## src/rtl/mac_exec_unit_if.sv

```systemverilog
// Request / write-back bundle between the issue stage and the multiply/MAC execute unit.
interface mac_exec_unit_if #(
  parameter int DATA_W = 32,
  parameter int ADDR_W = 5,
  parameter int ACC_W  = 2*DATA_W
);
    logic                     start;
    logic [1:0]               op;
    logic signed [DATA_W-1:0] op_a;
    logic signed [DATA_W-1:0] op_b;
    logic [ADDR_W-1:0]        rd_addr;
    logic                     flush;
    logic                     ready;
    logic                     busy;
    logic                     done;
    logic                     wb_en;
    logic [ADDR_W-1:0]        wb_addr;
    logic [DATA_W-1:0]        wb_data;
    logic signed [ACC_W-1:0]  acc_out;

    modport master (
        output start, op, op_a, op_b, rd_addr, flush,
        input  ready, busy, done, wb_en, wb_addr, wb_data, acc_out
    );

    modport slave (
        input  start, op, op_a, op_b, rd_addr, flush,
        output ready, busy, done, wb_en, wb_addr, wb_data, acc_out
    );
endinterface

```

## src/rtl/mac_exec_unit.sv

```systemverilog
// Iterative radix-2 signed multiply / multiply-accumulate unit with a private accumulator,
// driving the register-file write port through a one-cycle write-back state.
module mac_exec_unit #(
    parameter int DATA_W = 32,
    parameter int ADDR_W = 5,
    parameter int ACC_W  = 2*DATA_W
) (
    input logic           clk,
    input logic           reset,
    mac_exec_unit_if.slave bus
);
    localparam int PROD_W = 2*DATA_W;
    localparam int CNT_W  = $clog2(DATA_W);

    localparam logic [1:0] OP_MUL  = 2'b00;
    localparam logic [1:0] OP_MULH = 2'b01;
    localparam logic [1:0] OP_MAC  = 2'b10;
    localparam logic [1:0] OP_CLR  = 2'b11;

    typedef enum logic [1:0] {IDLE, CALC, FIX, WB} state_t;

    state_t                   state, state_n;
    logic [CNT_W-1:0]         count;
    logic [PROD_W-1:0]        mcand;
    logic [PROD_W-1:0]        prod;
    logic [DATA_W-1:0]        mplier;
    logic                     neg;
    logic [1:0]               op_lat;
    logic [ADDR_W-1:0]        rd_lat;
    logic signed [ACC_W-1:0]  acc;
    logic signed [ACC_W-1:0]  acc_sum;
    logic signed [PROD_W-1:0] product;
    logic [ADDR_W-1:0]        wb_addr;
    logic [DATA_W-1:0]        wb_data;
    logic                     ready;
    logic                     accept;
    logic                     last_step;

    // |x| fits in DATA_W unsigned bits even for the most negative operand.
    function automatic logic [DATA_W-1:0] magnitude(input logic signed [DATA_W-1:0] x);
        return x[DATA_W-1] ? unsigned'(-x) : unsigned'(x);
    endfunction

    function automatic logic signed [PROD_W-1:0] apply_sign(input logic [PROD_W-1:0] mag,
                                                            input logic              negate);
        return negate ? -signed'(mag) : signed'(mag);
    endfunction

    assign ready     = (state == IDLE) || (state == WB);
    assign accept    = bus.start && ready && !bus.flush;
    assign last_step = (count == CNT_W'(DATA_W-1));
    assign product   = apply_sign(prod, neg);
    assign acc_sum   = acc + ACC_W'(product);

    always_ff @(posedge clk or posedge reset) begin
        if (reset) state <= IDLE;
        else       state <= state_n;
    end

    always_comb begin
        state_n = state;
        case (state)
            IDLE, WB: begin
                if (accept) state_n = (bus.op == OP_CLR) ? WB : CALC;
                else        state_n = IDLE;
            end
            CALC: begin
                if (bus.flush)     state_n = IDLE;
                else if (last_step) state_n = FIX;
            end
            FIX:     state_n = bus.flush ? IDLE : WB;
            default: state_n = IDLE;
        endcase
    end

    always_ff @(posedge clk or posedge reset) begin
        if (reset) begin
            count   <= '0;
            mcand   <= '0;
            prod    <= '0;
            mplier  <= '0;
            neg     <= 1'b0;
            op_lat  <= OP_MUL;
            rd_lat  <= '0;
            acc     <= '0;
            wb_addr <= '0;
            wb_data <= '0;
        end else if (accept) begin
            count   <= '0;
            mcand   <= PROD_W'(magnitude(bus.op_a));
            mplier  <= magnitude(bus.op_b);
            prod    <= '0;
            neg     <= bus.op_a[DATA_W-1] ^ bus.op_b[DATA_W-1];
            op_lat  <= bus.op;
            rd_lat  <= bus.rd_addr;
            if (bus.op == OP_CLR) begin
                acc     <= '0;
                wb_addr <= bus.rd_addr;
                wb_data <= '0;
            end
        end else if (state == CALC) begin
            // shift-add step: multiplier consumed LSB first, multiplicand shifted up
            if (mplier[0]) prod <= prod + mcand;
            mcand  <= mcand << 1;
            mplier <= mplier >> 1;
            count  <= count + 1'b1;
        end else if (state == FIX && !bus.flush) begin
            if (op_lat == OP_MAC) acc <= acc_sum;
            wb_addr <= rd_lat;
            case (op_lat)
                OP_MUL:  wb_data <= product[DATA_W-1:0];
                OP_MULH: wb_data <= product[PROD_W-1:DATA_W];
                default: wb_data <= acc_sum[DATA_W-1:0];
            endcase
        end
    end

    assign bus.ready   = ready;
    assign bus.busy    = (state == CALC) || (state == FIX);
    assign bus.done    = (state == WB);
    assign bus.wb_en   = (state == WB) && (op_lat != OP_CLR) && (wb_addr != '0);
    assign bus.wb_addr = wb_addr;
    assign bus.wb_data = wb_data;
    assign bus.acc_out = acc;
endmodule

```

## src/flat_wrapper.sv

```systemverilog
// flat-port wrapper written by rule: the top's interface ports become plain ports
module mac_exec_unit_flat 
#(
    parameter int DATA_W = 32,
    parameter int ADDR_W = 5,
    parameter int ACC_W  = 2*DATA_W
)
  (clk, reset, bus_start, bus_op, bus_op_a, bus_op_b, bus_rd_addr, bus_flush, bus_ready, bus_busy, bus_done, bus_wb_en, bus_wb_addr, bus_wb_data, bus_acc_out);
  mac_exec_unit_if #(.DATA_W(DATA_W), .ADDR_W(ADDR_W), .ACC_W(ACC_W)) bus_i ();
  input logic clk;
  input logic reset;
  input wire logic [$bits(bus_i.start)-1:0] bus_start;
  input wire logic [$bits(bus_i.op)-1:0] bus_op;
  input wire logic [$bits(bus_i.op_a)-1:0] bus_op_a;
  input wire logic [$bits(bus_i.op_b)-1:0] bus_op_b;
  input wire logic [$bits(bus_i.rd_addr)-1:0] bus_rd_addr;
  input wire logic [$bits(bus_i.flush)-1:0] bus_flush;
  output wire logic [$bits(bus_i.ready)-1:0] bus_ready;
  output wire logic [$bits(bus_i.busy)-1:0] bus_busy;
  output wire logic [$bits(bus_i.done)-1:0] bus_done;
  output wire logic [$bits(bus_i.wb_en)-1:0] bus_wb_en;
  output wire logic [$bits(bus_i.wb_addr)-1:0] bus_wb_addr;
  output wire logic [$bits(bus_i.wb_data)-1:0] bus_wb_data;
  output wire logic [$bits(bus_i.acc_out)-1:0] bus_acc_out;
  assign bus_i.start = bus_start;
  assign bus_i.op = bus_op;
  assign bus_i.op_a = bus_op_a;
  assign bus_i.op_b = bus_op_b;
  assign bus_i.rd_addr = bus_rd_addr;
  assign bus_i.flush = bus_flush;
  assign bus_ready = bus_i.ready;
  assign bus_busy = bus_i.busy;
  assign bus_done = bus_i.done;
  assign bus_wb_en = bus_i.wb_en;
  assign bus_wb_addr = bus_i.wb_addr;
  assign bus_wb_data = bus_i.wb_data;
  assign bus_acc_out = bus_i.acc_out;
  mac_exec_unit #(.DATA_W(DATA_W), .ADDR_W(ADDR_W), .ACC_W(ACC_W)) u_core (.clk(clk), .reset(reset), .bus(bus_i));
endmodule
```

## config.mk

```make
export PLATFORM = sky130hd
export DESIGN_NAME = mac_exec_unit_flat
export DESIGN_NICKNAME = d
export VERILOG_FILES = /design/src/rtl/mac_exec_unit_if.sv /design/src/rtl/mac_exec_unit.sv /design/src/flat_wrapper.sv
export SDC_FILE = /design/constraint.sdc
export NUM_CORES = 1
export LEC_CHECK = 0
export ABC_AREA = 1
export CELL_PAD_IN_SITES_DETAIL_PLACEMENT = 0
export CELL_PAD_IN_SITES_GLOBAL_PLACEMENT = 1
export CORE_MARGIN = 3
export CORE_UTILIZATION = 42
export CTS_BUF_LIST = sky130_fd_sc_hd__clkbuf_4 sky130_fd_sc_hd__clkbuf_8 sky130_fd_sc_hd__clkbuf_16
export CTS_CLUSTER_SIZE = 28
export DETAILED_ROUTE_END_ITERATION = 10
export PLACE_DENSITY = 0.87
export SETUP_SLACK_MARGIN = 0.15
export SLEW_MARGIN = 25
export SYNTH_ARGS = -nofsm -noshare
export SYNTH_HDL_FRONTEND = slang
export SYNTH_SLANG_ARGS = --single-unit
```

## constraint.sdc

```tcl
create_clock -name clk -period 23.7 [get_ports clk]
set_input_delay 3.555 -clock clk [delete_from_list [all_inputs] [get_ports clk]]
set_output_delay 3.555 -clock clk [all_outputs]
set_load 0.005 [all_outputs]
```

# Yosys cells after proc, flatten, opt, wreduce, memory -nomap -nowiden
# Cells that the tools add are included.
dict set report classes {
  add_sub_neg 6
  reduce_logical 19
  n_mux 32
  bitwise 1
  n_eq_ne 11
}
# operator n
set ops {}
lappend ops {{2-to-1 mux 64 bit} 11}
lappend ops {{2-to-1 mux 32 bit} 8}
lappend ops {{adder 64 bit} 2}
lappend ops {{negation 32 bit} 2}
lappend ops {{negation 64 bit} 1}
lappend ops {{one-hot mux 32 bit (2 select lines)} 1}
lappend ops {{2-to-1 mux 5 bit} 6}
lappend ops {{2-to-1 mux 2 bit} 5}
lappend ops {{equality test 2 bit (second input constant)} 4}
lappend ops {{nonzero test 2 bit} 4}
lappend ops {{one-hot mux 2 bit (3 select lines)} 1}
lappend ops {{adder 5 x 1 -> 5 bit (second input constant)} 1}
lappend ops {{equality test 5 bit (second input constant)} 1}
lappend ops {{logical AND 1 bit} 5}
lappend ops {{nonzero test 5 bit} 1}
lappend ops {{equality test 2 x 1 -> 1 bit (second input constant)} 2}
lappend ops {{zero test 2 bit} 2}
lappend ops {{!= test 2 bit (second input constant)} 2}
lappend ops {{AND reduction 4 bit} 1}
lappend ops {{!= test 3 x 2 -> 1 bit (second input constant)} 1}
lappend ops {{AND reduction 3 bit} 1}
lappend ops {{logical OR 1 bit} 2}
lappend ops {{!= test 2 x 1 -> 1 bit (second input constant)} 1}
lappend ops {{AND reduction 2 bit} 1}
lappend ops {{other kinds (3)} 3}
dict set report totals {
  reg_bits 276
  elab_cells 80
  out_inout_bits 105
  input_bits 75
}

# Longest topological paths before layout
# Gate-level depths: netlist of run 1.
dict set report depth {
  depth_word 7
  depth_mapped 26
  ltp_nobuf 26
}

# Least setup slack after synthesis of run 1
# OpenSTA, ideal clock, no wires.
dict set report synth_path {
  path_kind {input port to flip-flop}
  start {input port bus_op_a[0]}
  end {register u_core.mcand[24]}
  required_ns 23.575
  setup_slack_ns 18.598
  path_stages 12
  setup_time_ns 0.125
  t_arrival_ns 4.978
  path_cell_list {inv_1 > ha_1 > inv_1 > nor3_2 > nand2_1 > nor2_2 > nand2_1 > o21ai_2 > o21ai_1 > or2_0 > nand3_1 > nand3_1}
}
dict set report synth_between {
  elab_chain_len 3
}
# element line
set synth_lines {}
lappend synth_lines {{start: declaration} flat_wrapper.sv:14} ;# input wire logic [$bits(bus_i.op_a)-1:0] bus_op_a;
lappend synth_lines {{negation 32 bit} mac_exec_unit.sv:41} ;# return x[DATA_W-1] ? unsigned'(-x) : unsigned'(x);
lappend synth_lines {{2-to-1 mux 32 bit} mac_exec_unit.sv:41}
lappend synth_lines {{2-to-1 mux 64 bit} mac_exec_unit.sv:88} ;# end else if (accept) begin
lappend synth_lines {{end signal: assignment} mac_exec_unit.sv:90} ;# mcand <= PROD_W'(magnitude(bus.op_a));
lappend synth_lines {{end signal: assignment} mac_exec_unit.sv:104} ;# mcand <= mcand << 1;
lappend synth_lines {{end: declaration} mac_exec_unit.sv:24} ;# logic [PROD_W-1:0] mcand;
# No other way between the ends.
# A chain may end at the register's enable or synchronous reset.

# Final worst setup path of run 1
dict set report layout_path {
  start {input port bus_flush}
  end {register u_core.prod[1]}
}
dict set report layout_between {
  elab_chain_len 4
}
# element line
set layout_lines {}
lappend layout_lines {{start: declaration} flat_wrapper.sv:17} ;# input wire logic [$bits(bus_i.flush)-1:0] bus_flush;
lappend layout_lines {{zero test 1 bit (*)} mac_exec_unit.sv:50} ;# assign accept = bus.start && ready && !bus.flush;
lappend layout_lines {{logical AND 1 bit (*)} mac_exec_unit.sv:50}
lappend layout_lines {{nonzero test 2 bit (no source line)} --}
lappend layout_lines {{AND reduction 2 bit (no source line)} --}
lappend layout_lines {{end signal: assignment} mac_exec_unit.sv:103} ;# if (mplier[0]) prod <= prod + mcand;
lappend layout_lines {{end: declaration} mac_exec_unit.sv:25} ;# logic [PROD_W-1:0] prod;
# Mark *: on every way between the ends. The rest lies on a longest branch, timed or not.

==> results of run 1 <==
==> worst max-delay path, cell delays in order <==
cell,delay (ns)
clkdlybuf4s50_1,0.47
inv_2,0.07
nand3_4,0.32
clkinv_2,0.37
nor2_4,0.88
inv_1,0.79
o22ai_1,0.39
==> routing by layer <==
| metal | global-route usage, % | part of all wire [%] | routed length (microns) |
|---|---|---|---|
| met3 | 3.23 | 6.4 | 6290 |
| met4 | 11.3 | 3.8 | 3770 |
| met2 | 48.6 | 44 | 43600 |
| met1 | 42.6 | 45 | 44500 |
| met5 | 0 | 0 | 0 |
==> sequential cells by signal, indices dropped and copies added (netlist names) <==
register	count
u_core.state	2
u_core.rd_lat	5
u_core.op_lat	2
u_core.prod	64
u_core.mcand	64
u_core.mplier	32
u_core.bus.acc_out	64
u_core.bus.wb_addr	5
u_core.neg	1
u_core.bus.wb_data	32
u_core.count	5
==> area by class of cell <==
cell class | count | area (sq um)
Fill cell | 6425 | 30200
Multi-Input combinational cell | 3278 | 15900
Sequential cell | 276 | 6910
Inverter | 662 | 2490
Timing Repair Buffer | 195 | 1910
Clock buffer | 48 | 1050
Tap cell | 773 | 967
Clock inverter | 16 | 262
Antenna cell | 1 | 2.50
==> cell families after synthesis <==
kind of cell	share of synthesized area (%)
simple gates	38.6
buf+inv	11.1
compound gates	14.0
flops	26.9
fa+ha+maj	7.08
xor+xnor	2.25
==> where the power goes <==
part           total (uW)  internal, uW  switching, uW
clock                 620           378            242
sequential            827           638            189
combinational        2860           915           1940
total                4300          1930           2370
==> metrics by stage <==
stage | util, % | std cells | hold WS, ns | power, uW | setup slack (ns)
2_1_floorplan | - | 4313 | 0.444 | 2600 | 12.54
3_3_place_gp | 47.2 | 5184 | 0.458 | 3610 | 16.83
3_5_place_dp | 47.2 | 5184 | 0.464 | 3620 | 16.76
4_1_cts | 49.4 | 5248 | 0.482 | 4250 | 17.36
5_1_grt | 49.4 | 5248 | 0.494 | 4660 | 16.94
6_report | 49.4 | 5249 | 0.481 | 4300 | 17.29
==> how the worst max path moves through the flow <==
stage / from / to / cells past startpoint / slack, ns
2_1_floorplan: reset / u_core.bus.acc_out[0] / 1 / 12.54
3_3_place_gp: bus_flush / u_core.prod[2] / 7 / 16.83
3_5_place_dp: bus_flush / u_core.prod[33] / 7 / 16.76
4_1_cts: bus_flush / u_core.prod[1] / 7 / 17.36
5_1_grt: bus_flush / u_core.bus.wb_data[6] / 11 / 16.94
6_report: bus_flush / u_core.prod[1] / 7 / 17.29
==> Yosys cell counts (all sizes together) <==
cell type	instances
nand2	1473
o31ai	2
and2	8
clkinv	3
a21o	8
o32ai	1
nor4	4
or3	1
a22o	12
fa	2
nand4	24
o21ai	254
nand3b	22
xor2	52
a221oi	2
clkbuf	80
a21boi	34
buf	17
o211ai	19
a21oi	240
nor2	453
o21a	2
o21bai	29
a211oi	1
ha	142
a31oi	7
nand3	396
or2	11
nor3b	1
dfrtp	276
o221ai	11
inv	659
nor3	34
o22ai	16
xnor2	14
o311ai	3
==> results.yml, run 1 <==
power_and_ir_drop:
  peakVddDrop_mv: 0.0625
  powerDensity_nw_per_um2: 146
  p_leak_uw: 0.0160
setup_path:
  endpoint_kind: "register"
  worst-setup-path-type: "in -> reg"
  r2r_cells: 20
  ff2ff_setup_slack_ns: 19.26
  arrival_ns: 6.87
  cp-start-kind: "primary input"
  path_max_fanout: 38
  cp_data_required_time_ns: 24.16
  r2r-start: "u_core.prod[0]"
  r2r_end: "u_core.bus.acc_out[61]"
drt:
  ant_nets: 0
  first_iter_violations: 2179
  drcViolationCount: 0
  first_pass_iters: 6
  vias: 27900
  vias_per_cell: 5.32
  drt_wl_total_microns: 98100
  drt-wirelength-per-cell_microns: 18.7
run:
  drv_cap: 0
hold_path:
  hp-start: "u_core.mplier[10]"
  hold_depth: 2
  holdPathEnd: "u_core.mplier[10]"
  hp-class: "reg -> reg"
yosys:
  syn-num-nets: 4532
  synth_top_cell_area_share_pct: 26.9
  synth_warnings: 0
  ys_seq_area_share_pct: 26.9
  avgSynthCellArea_sq_um: 5.95
  synth.area.top_cells: "dfrtp_1 27%, nand2_1 22%, inv_1 9.6%"
  synth_cell_types: 49
  synth_cells: 4313
  ys_ff_latch: 276
  synth_top_area_cell: "dfrtp_1"
  synth_area_sq_um: 25700
clock_tree:
  cts-buffers-inserted: 37
  cts_buffer_depth: 3
  hold_buffers: 0
  cts_resized: 0
  cts_setup_buffers: 0
  cts_sinks: 276
  clk_latency_ns: 0.58
  htree_levels: 2
  path_clk_slew_ns: 0.06
  cts_tree: "built"
  root_buffer: "clkbuf_16"
die:
  initial_core_util_pct: 43.0
  num_rows: 89
  dieArea_sq_um: 64100
  die_h_microns: 253
  coreArea_sq_um: 59700
  die_w_microns: 253
  io_pins: 180
status:
  status: "finished, final reports clean"
timing:
  rsz0062_at_grt: "no"
  setup_tns_ns: 0
  maxSlewHeadroom_pct: 28.7
  worst_pin_slew_ns: 1.07
  fin_crit_ns: 6.41
  setup_viol: 0
  drv_slew: 0
  period_share_pct: 27.1
  timing_hold_violations_final: 0
  max_freq_ghz: 0.156
  finClkSkew_ns: 0.0343
grt:
  grt_pass1_wl_microns: 152000
  grt_start_max_net_pins: 91
  grt_use_total_pct: 30.4
  antenna_found_initial: 0
  overflow: 0
  grt_pass1_vias: 26200
place:
  placement.cell_area_sq_um: 28200
  numPortBuffers: 179
  gp_congestion: 0.991
  dpl.hpwl_microns: 79400
finish:
  final_common_cell: "nand2_1"
  layout-drive-gt1-share_pct: 2.61
  fin_area_sq_um: 29500
  area_growth_pct: 14.9
  layout_common_cells: "1472 x nand2_1, 652 x inv_1, 445 x nor2_1, 394 x nand3_1, 275 x dfrtp_1"
  nets: 4669
Power figures use the tool's default switching activity.
==> run 2: changes to the inputs <==
- clock period: 23.7 -> 6.05 ns (I/O delays scaled with it)
==> results.yml, run 2 (synthesis results as in run 1) <==
timing:
  maxSlewHeadroom_pct: 38.8
  drv_slew: 0
  rsz0062_at_grt: "no"
  hold-worst-slack_ns: 0.481
  timing_hold_violations_final: 0
  worst_pin_slew_ns: 0.917
  max_freq_ghz: 0.229
  setup_viol: 0
  fin_crit_ns: 4.37
  finClkSkew_ns: 0.0257
  period_share_pct: 72.3
  setup_tns_ns: 0
grt:
  use_met3_pct: 3.72
  grt_start_max_net_pins: 112
  antenna_found_initial: 2
  use_met1_pct: 42.5
  grt_pass1_vias: 26200
  overflow: 0
  met2_usage_pct: 49.4
  busiest_layer: "met2"
  grt_use_total_pct: 30.7
  grt_pass1_wl_microns: 153000
place:
  numPortBuffers: 179
  dpl.hpwl_microns: 79800
  gp_congestion: 0.993
die:
  dieArea_sq_um: 64100
  num_rows: 89
  die_h_microns: 253
  io_pins: 180
  initial_core_util_pct: 43.0
  coreArea_sq_um: 59700
  die_w_microns: 253
clock_tree:
  cts_resized: 0
  cts_sinks: 276
  path_clk_slew_ns: 0.06
  clk_latency_ns: 0.58
  hold_buffers: 0
  cts_setup_buffers: 0
  cts_tree: "built"
  cts-buffers-inserted: 38
  root_buffer: "clkbuf_16"
  cts_buffer_depth: 3
  htree_levels: 2
drt:
  first_iter_violations: 2448
  drt_wl_total_microns: 99100
  ant_nets: 0
  vias_per_cell: 5.36
  drcViolationCount: 0
  first_pass_iters: 6
  drt-wirelength-per-cell_microns: 18.9
  vias: 28200
setup_path:
  cp_data_required_time_ns: 6.50
  arrival_ns: 4.82
  critPathMaxStageDelay_ns: 0.63
  path_cells: "inv_1 -> ha_1 -> nand3_1 -> nor2_4 -> nand2_1 -> inv_1 -> nand2_1 -> o21ai_2 -> xor2_1 -> ha_1 -> a21oi_1 -> nor2_1 -> nor2_1 -> o21ai_0 -> inv_1 -> nand2_1 -> a21oi_1 -> nand3_1 -> nand3_1 -> nand2_1"
  critPathSlowestCell: "xor2_1"
  worst-path-buf-inv: 3
  worst-setup-path-type: "reg -> reg"
  crit_family: "simple AND/OR/NAND/NOR gates"
  endpoint_kind: "register"
  cp-start-kind: "register"
  path_max_fanout: 6
  crit_top_cell: "nand2_1"
finish:
  layout_common_cells: "1472 x nand2_1, 652 x inv_1, 445 x nor2_1, 394 x nand3_1, 275 x dfrtp_1"
  layout-drive-gt1-share_pct: 2.81
  diodes: 0
  final_common_cell: "nand2_1"
  fill_cells: 6436
  area_growth_pct: 15.1
  nets: 4675
run:
  drv_cap: 0
status:
  status: "finished, final reports clean"
power_and_ir_drop:
  p_leak_uw: 0.0161
  powerDensity_nw_per_um2: 565
  peakVddDrop_mv: 0.232
hold_path:
  hp-class: "reg -> reg"
==> run 2: metrics by stage <==
stage	utilization [%]	setup slack, ns	area [sq um]	cells	total power, uW
2_1_floorplan	-	1.49	25700	4313	10200
3_3_place_gp	47.3	1.84	28200	5189	14100
3_5_place_dp	47.3	1.84	28200	5189	14100
4_1_cts	49.5	1.80	29500	5257	16500
5_1_grt	49.5	1.31	29500	5257	18100
6_report	49.5	1.68	29500	5257	16700
==> run 2: routing by layer <==
layer | up-vias | share of wire (%)
met1 | 13000 | 45
met3 | 186 | 6.9
met2 | 946 | 44
met5 | - | 0.016
met4 | 2 | 4.0
li1 | 14000 | -
==> run 2: final timing paths <==
kind,start,end,slack (ns),cells after the start
worst max-delay path,u_core.prod[1],u_core.bus.acc_out[53],1.68,20
worst min-delay path,u_core.mplier[30],u_core.mplier[30],0.48,2
worst max register to register,u_core.prod[1],u_core.bus.acc_out[53],1.68,20
worst min register to register,u_core.mplier[30],u_core.mplier[30],0.48,2
max in group asynchronous,reset,u_core.mcand[32],4.17,3
min in group asynchronous,reset,u_core.bus.wb_data[9],0.76,2
==> run 2: worst register-to-register path, stage by stage, from the launching register on <==
cell,delay [ns]
dfrtp_1,0.40
inv_1,0.15
ha_1,0.21
nand3_1,0.19
nor2_4,0.22
nand2_1,0.13
inv_1,0.11
nand2_1,0.11
o21ai_2,0.29
xor2_1,0.63
ha_1,0.41
a21oi_1,0.25
nor2_1,0.07
nor2_1,0.18
o21ai_0,0.17
inv_1,0.08
nand2_1,0.06
a21oi_1,0.30
nand3_1,0.13
nand3_1,0.10
nand2_1,0.05
==> run 2: power by group <==
group	leakage (uW)	switching [uW]	total [uW]	internal, uW
Sequential	0.00360	719	3220	2500
Combinational	0.0118	7490	11100	3600
Clock	0.000658	926	2370	1450
==> run 2: layout make-up <==
type	count	area, sq um	share of cell area (%)
Clock buffer	55	1150	3.88
Multi-Input combinational cell	3278	15900	53.9
Timing Repair Buffer	200	1960	6.64
Sequential cell	276	6910	23.4
Clock inverter	13	155	0.525
Tap cell	773	967	3.27
Inverter	662	2490	8.43
